**src/rtl/i2s_tx_if.sv**
```systemverilog
// Sample-side and I2S pin bundle for the i2s_tx transmitter.
// The transmitter uses the slave modport; the sample source/DAC side uses master.
interface i2s_tx_if;
  logic [15:0] left_in;
  logic [15:0] right_in;
  logic        mute;
  logic        sample_req;
  logic        i2s_bck;
  logic        i2s_lrck;
  logic        i2s_data;

  modport master (
    output left_in, right_in, mute,
    input  sample_req, i2s_bck, i2s_lrck, i2s_data
  );

  modport slave (
    input  left_in, right_in, mute,
    output sample_req, i2s_bck, i2s_lrck, i2s_data
  );
endinterface

```
**src/rtl/i2s_tx.sv**
```systemverilog
// I2S stereo transmitter: 16-bit samples, 32-bit frames, BCLK derived from clk.
// Define I2S_TX_LJ_EN for left-justified output (no 1-BCLK data delay).
module i2s_tx #(
  parameter int BCK_DIV = 4
) (
  input  logic     clk,
  input  logic     rst_n,
  i2s_tx_if.slave  bus
);

  localparam int DIV_W = (BCK_DIV > 1) ? $clog2(BCK_DIV) : 1;
  localparam logic [DIV_W-1:0] DIV_MAX = DIV_W'(BCK_DIV - 1);

  logic [DIV_W-1:0] div_cnt;
  logic [4:0]       bit_cnt;
  logic [31:0]      frame;
  logic             bck_q;
  logic             lrck_q;
  logic             data_q;
  logic             sample_req_q;
`ifndef I2S_TX_LJ_EN
  logic             delay_q;
`endif

  logic        fall;
  logic [4:0]  next_k;
  logic [31:0] latch_word;
  logic        lj_bit;

  // At k=0 the bit comes from the word being latched on this same edge.
  always_comb begin
    fall       = 1'b0;
    next_k     = 5'd0;
    latch_word = 32'd0;
    lj_bit     = 1'b0;
    fall       = (div_cnt == DIV_MAX) && bck_q;
    next_k     = bit_cnt + 5'd1;
    latch_word = bus.mute ? 32'd0 : {bus.left_in, bus.right_in};
    lj_bit     = (next_k == 5'd0) ? latch_word[31] : frame[5'd31 - next_k];
  end

  always_ff @(posedge clk or negedge rst_n) begin
    if (!rst_n) begin
      div_cnt      <= '0;
      bit_cnt      <= 5'd31;
      frame        <= 32'd0;
      bck_q        <= 1'b0;
      lrck_q       <= 1'b0;
      data_q       <= 1'b0;
      sample_req_q <= 1'b0;
`ifndef I2S_TX_LJ_EN
      delay_q      <= 1'b0;
`endif
    end else begin
      sample_req_q <= 1'b0;
      if (div_cnt == DIV_MAX) begin
        div_cnt <= '0;
        bck_q   <= ~bck_q;
      end else begin
        div_cnt <= div_cnt + 1'b1;
      end
      // Everything serial advances on the BCLK falling edge.
      if (fall) begin
        bit_cnt <= next_k;
        lrck_q  <= next_k[4];
        if (next_k == 5'd0) begin
          frame        <= latch_word;
          sample_req_q <= 1'b1;
        end
`ifdef I2S_TX_LJ_EN
        data_q  <= lj_bit;
`else
        data_q  <= delay_q;
        delay_q <= lj_bit;
`endif
      end
    end
  end

  assign bus.i2s_bck    = bck_q;
  assign bus.i2s_lrck   = lrck_q;
  assign bus.i2s_data   = data_q;
  assign bus.sample_req = sample_req_q;

endmodule
```
**src/flat_wrapper.sv**
```systemverilog
// flat-port wrapper written by rule: the top's interface ports become plain ports
module i2s_tx_flat 
#(
  parameter int BCK_DIV = 4
)
  (clk, rst_n, bus_left_in, bus_right_in, bus_mute, bus_sample_req, bus_i2s_bck, bus_i2s_lrck, bus_i2s_data);
  i2s_tx_if bus_i ();
  input  logic clk;
  input  logic rst_n;
  input wire logic [$bits(bus_i.left_in)-1:0] bus_left_in;
  input wire logic [$bits(bus_i.right_in)-1:0] bus_right_in;
  input wire logic [$bits(bus_i.mute)-1:0] bus_mute;
  output wire logic [$bits(bus_i.sample_req)-1:0] bus_sample_req;
  output wire logic [$bits(bus_i.i2s_bck)-1:0] bus_i2s_bck;
  output wire logic [$bits(bus_i.i2s_lrck)-1:0] bus_i2s_lrck;
  output wire logic [$bits(bus_i.i2s_data)-1:0] bus_i2s_data;
  assign bus_i.left_in = bus_left_in;
  assign bus_i.right_in = bus_right_in;
  assign bus_i.mute = bus_mute;
  assign bus_sample_req = bus_i.sample_req;
  assign bus_i2s_bck = bus_i.i2s_bck;
  assign bus_i2s_lrck = bus_i.i2s_lrck;
  assign bus_i2s_data = bus_i.i2s_data;
  i2s_tx #(.BCK_DIV(BCK_DIV)) u_core (.clk(clk), .rst_n(rst_n), .bus(bus_i));
endmodule
```
**config.mk**
```make
export PLATFORM = sky130hd
export DESIGN_NAME = i2s_tx_flat
export DESIGN_NICKNAME = d
export VERILOG_FILES = /design/src/rtl/i2s_tx_if.sv /design/src/rtl/i2s_tx.sv /design/src/flat_wrapper.sv
export SDC_FILE = /design/constraint.sdc
export NUM_CORES = 1
export LEC_CHECK = 0
export CELL_PAD_IN_SITES_DETAIL_PLACEMENT = 0
export CELL_PAD_IN_SITES_GLOBAL_PLACEMENT = 1
export CORE_AREA = 2 2 78 80
export DETAILED_ROUTE_END_ITERATION = 10
export DIE_AREA = 0 0 80 82
export PLACE_DENSITY_LB_ADDON = 0.1
export SLEW_MARGIN = 20
export SYNTH_ARGS = -nofsm -noshare
export SYNTH_HDL_FRONTEND = slang
export SYNTH_SLANG_ARGS = --single-unit
```
**constraint.sdc**
```tcl
create_clock -name clk -period 2.9 [get_ports clk]
set_clock_uncertainty 0.2 [all_clocks]
set_input_delay 0.435 -clock clk [delete_from_list [all_inputs] [get_ports clk]]
set_output_delay 0.435 -clock clk [all_outputs]
set_load 0.02 [all_outputs]
```
==> results.tsv <==
metric	value	unit
status	completed	
vias in the first global route	1546	
Layout Cells excl Fill	337	
met3 WL	208	um
Syn Area/Cell	9.95	sq um
syn_nets	264	
Routed Antenna Nets	0	
Post-synth top flop	dfrtp_1	
TritonCTS buffer count	5	
nets@finish	299	
Tmin final	2.56	ns
Pre-antenna DRT Iters	5	
largest net degree at the start of global routing	44	
clock network fraction of total power	34.4	%
share of layout cells above drive strength 1	9.92	%
TritonCTS clock tree	done	
starting density of the core	39.1	%
EDFF count, synth	0	
Hold Buf Count CTS	0	
pwr/cell area	382	nW/um^2
leading area contributor after synthesis	dfrtp_1	
switching portion of total power	21.0	%
post-CTS setup buffers	0	
xor/xnor share of the synthesized area	3.90	%
Critical Path Max Stage Delay	0.59	ns
Final Setup Violations	0	
final period utilization	88.3	%
via count	1617	
Hold Path Class	input pin to asynchronous set/reset pin	
PnR Total Power	1.06	mW
H-tree depth	2	
CTS clk-pin slew, worst paths	0.08	ns
DRT iter0 DRCs	77	
CTS max path bufs	2	
Compound-Gate Fraction of Synth Area	11.1	%
Worst Setup Path Type	flop to flop	
post-synthesis async set-or-reset flop share	100	%
Mapped Area	2250	sq um
slew margin rel.	38.0	%
num ports	39	
count of filler cells inserted in the layout	586	
Max Cap Viol	0	
Synth Register Bits	44	
yosys warns	0	
top cell type's share of synthesized area	43.4	%
sequential-to-total area share from yosys stat	49.2	%
gate count after technology mapping	226	
uppermost layer routed	met4	
# diodes	0	
gr ovfl total	0	
first-pass GRT wire length	7450	um
die area	6560	sq um
Final Max Tran Viols	0	
synth top area cells	dfrtp_1, nand2b_1, o21ai_0	
I/O Buffers	38	
clk_lat worst skew	0.29	ns
Core ar.	5750	sq um
DRT Wirelength	4360	um
die width	80	um
WL per Instance	12.9	um
Layout area overhead	22.9	%
Clock Sinks	44	
root buf cell	clkbuf_8	
static leakage	1.24	nW
Via density	4.80	
Fmax	390	MHz
met2 wire len	2000	um
FF-to-FF path depth	7	
most frequent CP cell	nand2_1	
number of antenna violations at the first check in global routing	0	
gr usage total	14.7	%
CP Cell Sequence	ha_1 > mux4_1 > nand2_1 > nand2_1 > nor3b_1 > nor4_1 > a221o_1	
Site Rows	28	
Setup TNS	0	ns
count of cell types in the netlist	35	
Crit Path Max Fanout	13	
Hold Fails Final Rpt	0	
combinational family with the most area after synthesis	simple AND/OR/NAND/NOR gates	
RSZ-0062 raised after global routing	no	
CP Launch Type	flop	
Flop pwr share	58.2	%
mux cell area share after synthesis	9.24	%
Chip Height	82	um
Worst EP arrival	2.54	ns
final routed DRC violation total	0	
slew of the pin with the lowest slew margin	0.930	ns
NetSw	221	uW
DP HPWL	3120	um
Worst path slowest cell	dfstp_2	
Crit. End Element	flop	
logic gate share of total power	7.4	%
Int Power	835	uW
Placed Instances	329	
simple-gate portion of the synthesized area	20.9	%
CTS resizes	0	
Synth Area in Adders	1.67	%
Crit path required time	2.87	ns
Placer Congestion	0.844	
worst vdd ir	0.000171	V
Final Util	48.1	%
WL met1	2120	um
## power groups by stage
stage               Combinational (mW)  Clock [mW]  Sequential [mW]
floorplan                       0.0180           0            0.626
global placement                0.0805           0            0.626
detailed placement              0.0805           0            0.626
CTS                             0.0808       0.377            0.614
global route                    0.0871       0.409            0.615
finish                          0.0784       0.364            0.614
## path summary, 6_finish.rpt
check | startpoint | to | slack, ns
max | u_core.bit_cnt[0] | u_core.delay_q | 0.34
min | rst_n | u_core.frame[31] | 0.09
max reg2reg | u_core.bit_cnt[0] | u_core.delay_q | 0.34
min reg2reg | u_core.div_cnt[0] | u_core.div_cnt[0] | 0.24
max in group asynchronous | rst_n | u_core.bit_cnt[0] | 1.74
min in group clk | u_core.div_cnt[0] | u_core.div_cnt[0] | 0.24
## worst max-delay path: cells and delay by family, from the launching register on
family,cells,cell delay [ns]
DFF,1,0.59
adders and majority gates,1,0.55
AOI/OAI and AO/OA,1,0.29
muxes,1,0.40
and+or+nand+nor,4,0.41
## per-layer routing
metal,track usage (%),vias up
met1,19.9,745
met2,22.5,37
met3,4.95,4
li1,-,831
met5,0,-
met4,4.07,0
## registers in the layout (all words and copies together), names as in the netlist
signal and cells:
u_core.frame 32, u_core.bit_cnt 5, u_core.div_cnt 2, u_core.bus.i2s_bck 1
u_core.bus.i2s_data 1, u_core.bus.i2s_lrck 1, u_core.bus.sample_req 1, u_core.delay_q 1
## metrics by stage
stage / area, sq um / hold WS (ns) / setup slack [ns]
after floorplan: 2250 / -0.0606 / 0.651
after global placement: 2680 / 0.219 / 0.436
after detailed placement: 2680 / 0.234 / 0.349
after CTS: 2760 / 0.113 / 0.313
after global routing: 2760 / 0.150 / 0.244
final: 2760 / 0.0852 / 0.338
## cells in the final DEF, fill, tap and decap left out
master            n
a211oi_1          1
a21o_1            1
a21o_2            1
a21oi_1           2
a221o_1           1
a22oi_1           4
a31o_2            1
a31oi_1           1
and2_2            2
and3_1            1
buf_2             1
buf_4             6
clkbuf_1          2
clkbuf_8          5
clkdlybuf4s50_1  37
clkinv_2          1
dfrtp_1          39
dfstp_2           5
ha_1              3
inv_1             1
mux2_2            2
mux2i_1           8
mux4_1            4
nand2_1          42
nand2b_1         31
nand3_1           4
nand3_2           1
nand3b_1          1
nand4_1           1
nor2_1            7
nor3_1            1
nor3b_1           1
nor3b_2           1
nor4_1            1
o21ai_0          32
xnor2_1           4
xor2_1            6
## cells in the mapped netlist (all sizes together) (4+ instances only)
master	count
a22oi	4
buf	11
clkbuf	5
dfrtp	39
dfstp	5
mux2i	8
mux4	4
nand2	42
nand2b	31
nand3	5
nor2	7
o21ai	32
xnor2	4
xor2	6
## kinds of logic (layout without fill, tap and decap cells)
kind of cell / count (synthesis) / count (layout)
simple gates: 94 / 94
compound gates: 44 / 44
buf+inv: 17 / 53
fa+ha+maj: 3 / 3
xor+xnor: 10 / 10
mux: 14 / 14
flops: 44 / 44
## area by class of cell
class | instances | area [sq um] | share of cell area [%]
well taps | 75 | 93.8 | 3.40
inverters | 1 | 3.75 | 0.136
clock inverters | 1 | 5.00 | 0.181
repair buffers | 44 | 420 | 15.2
flip-flops and latches | 44 | 1110 | 40.1
clock buffers | 7 | 76.3 | 2.76
multi-input cells | 165 | 1060 | 38.2
(Power assumes the default switching activity.)
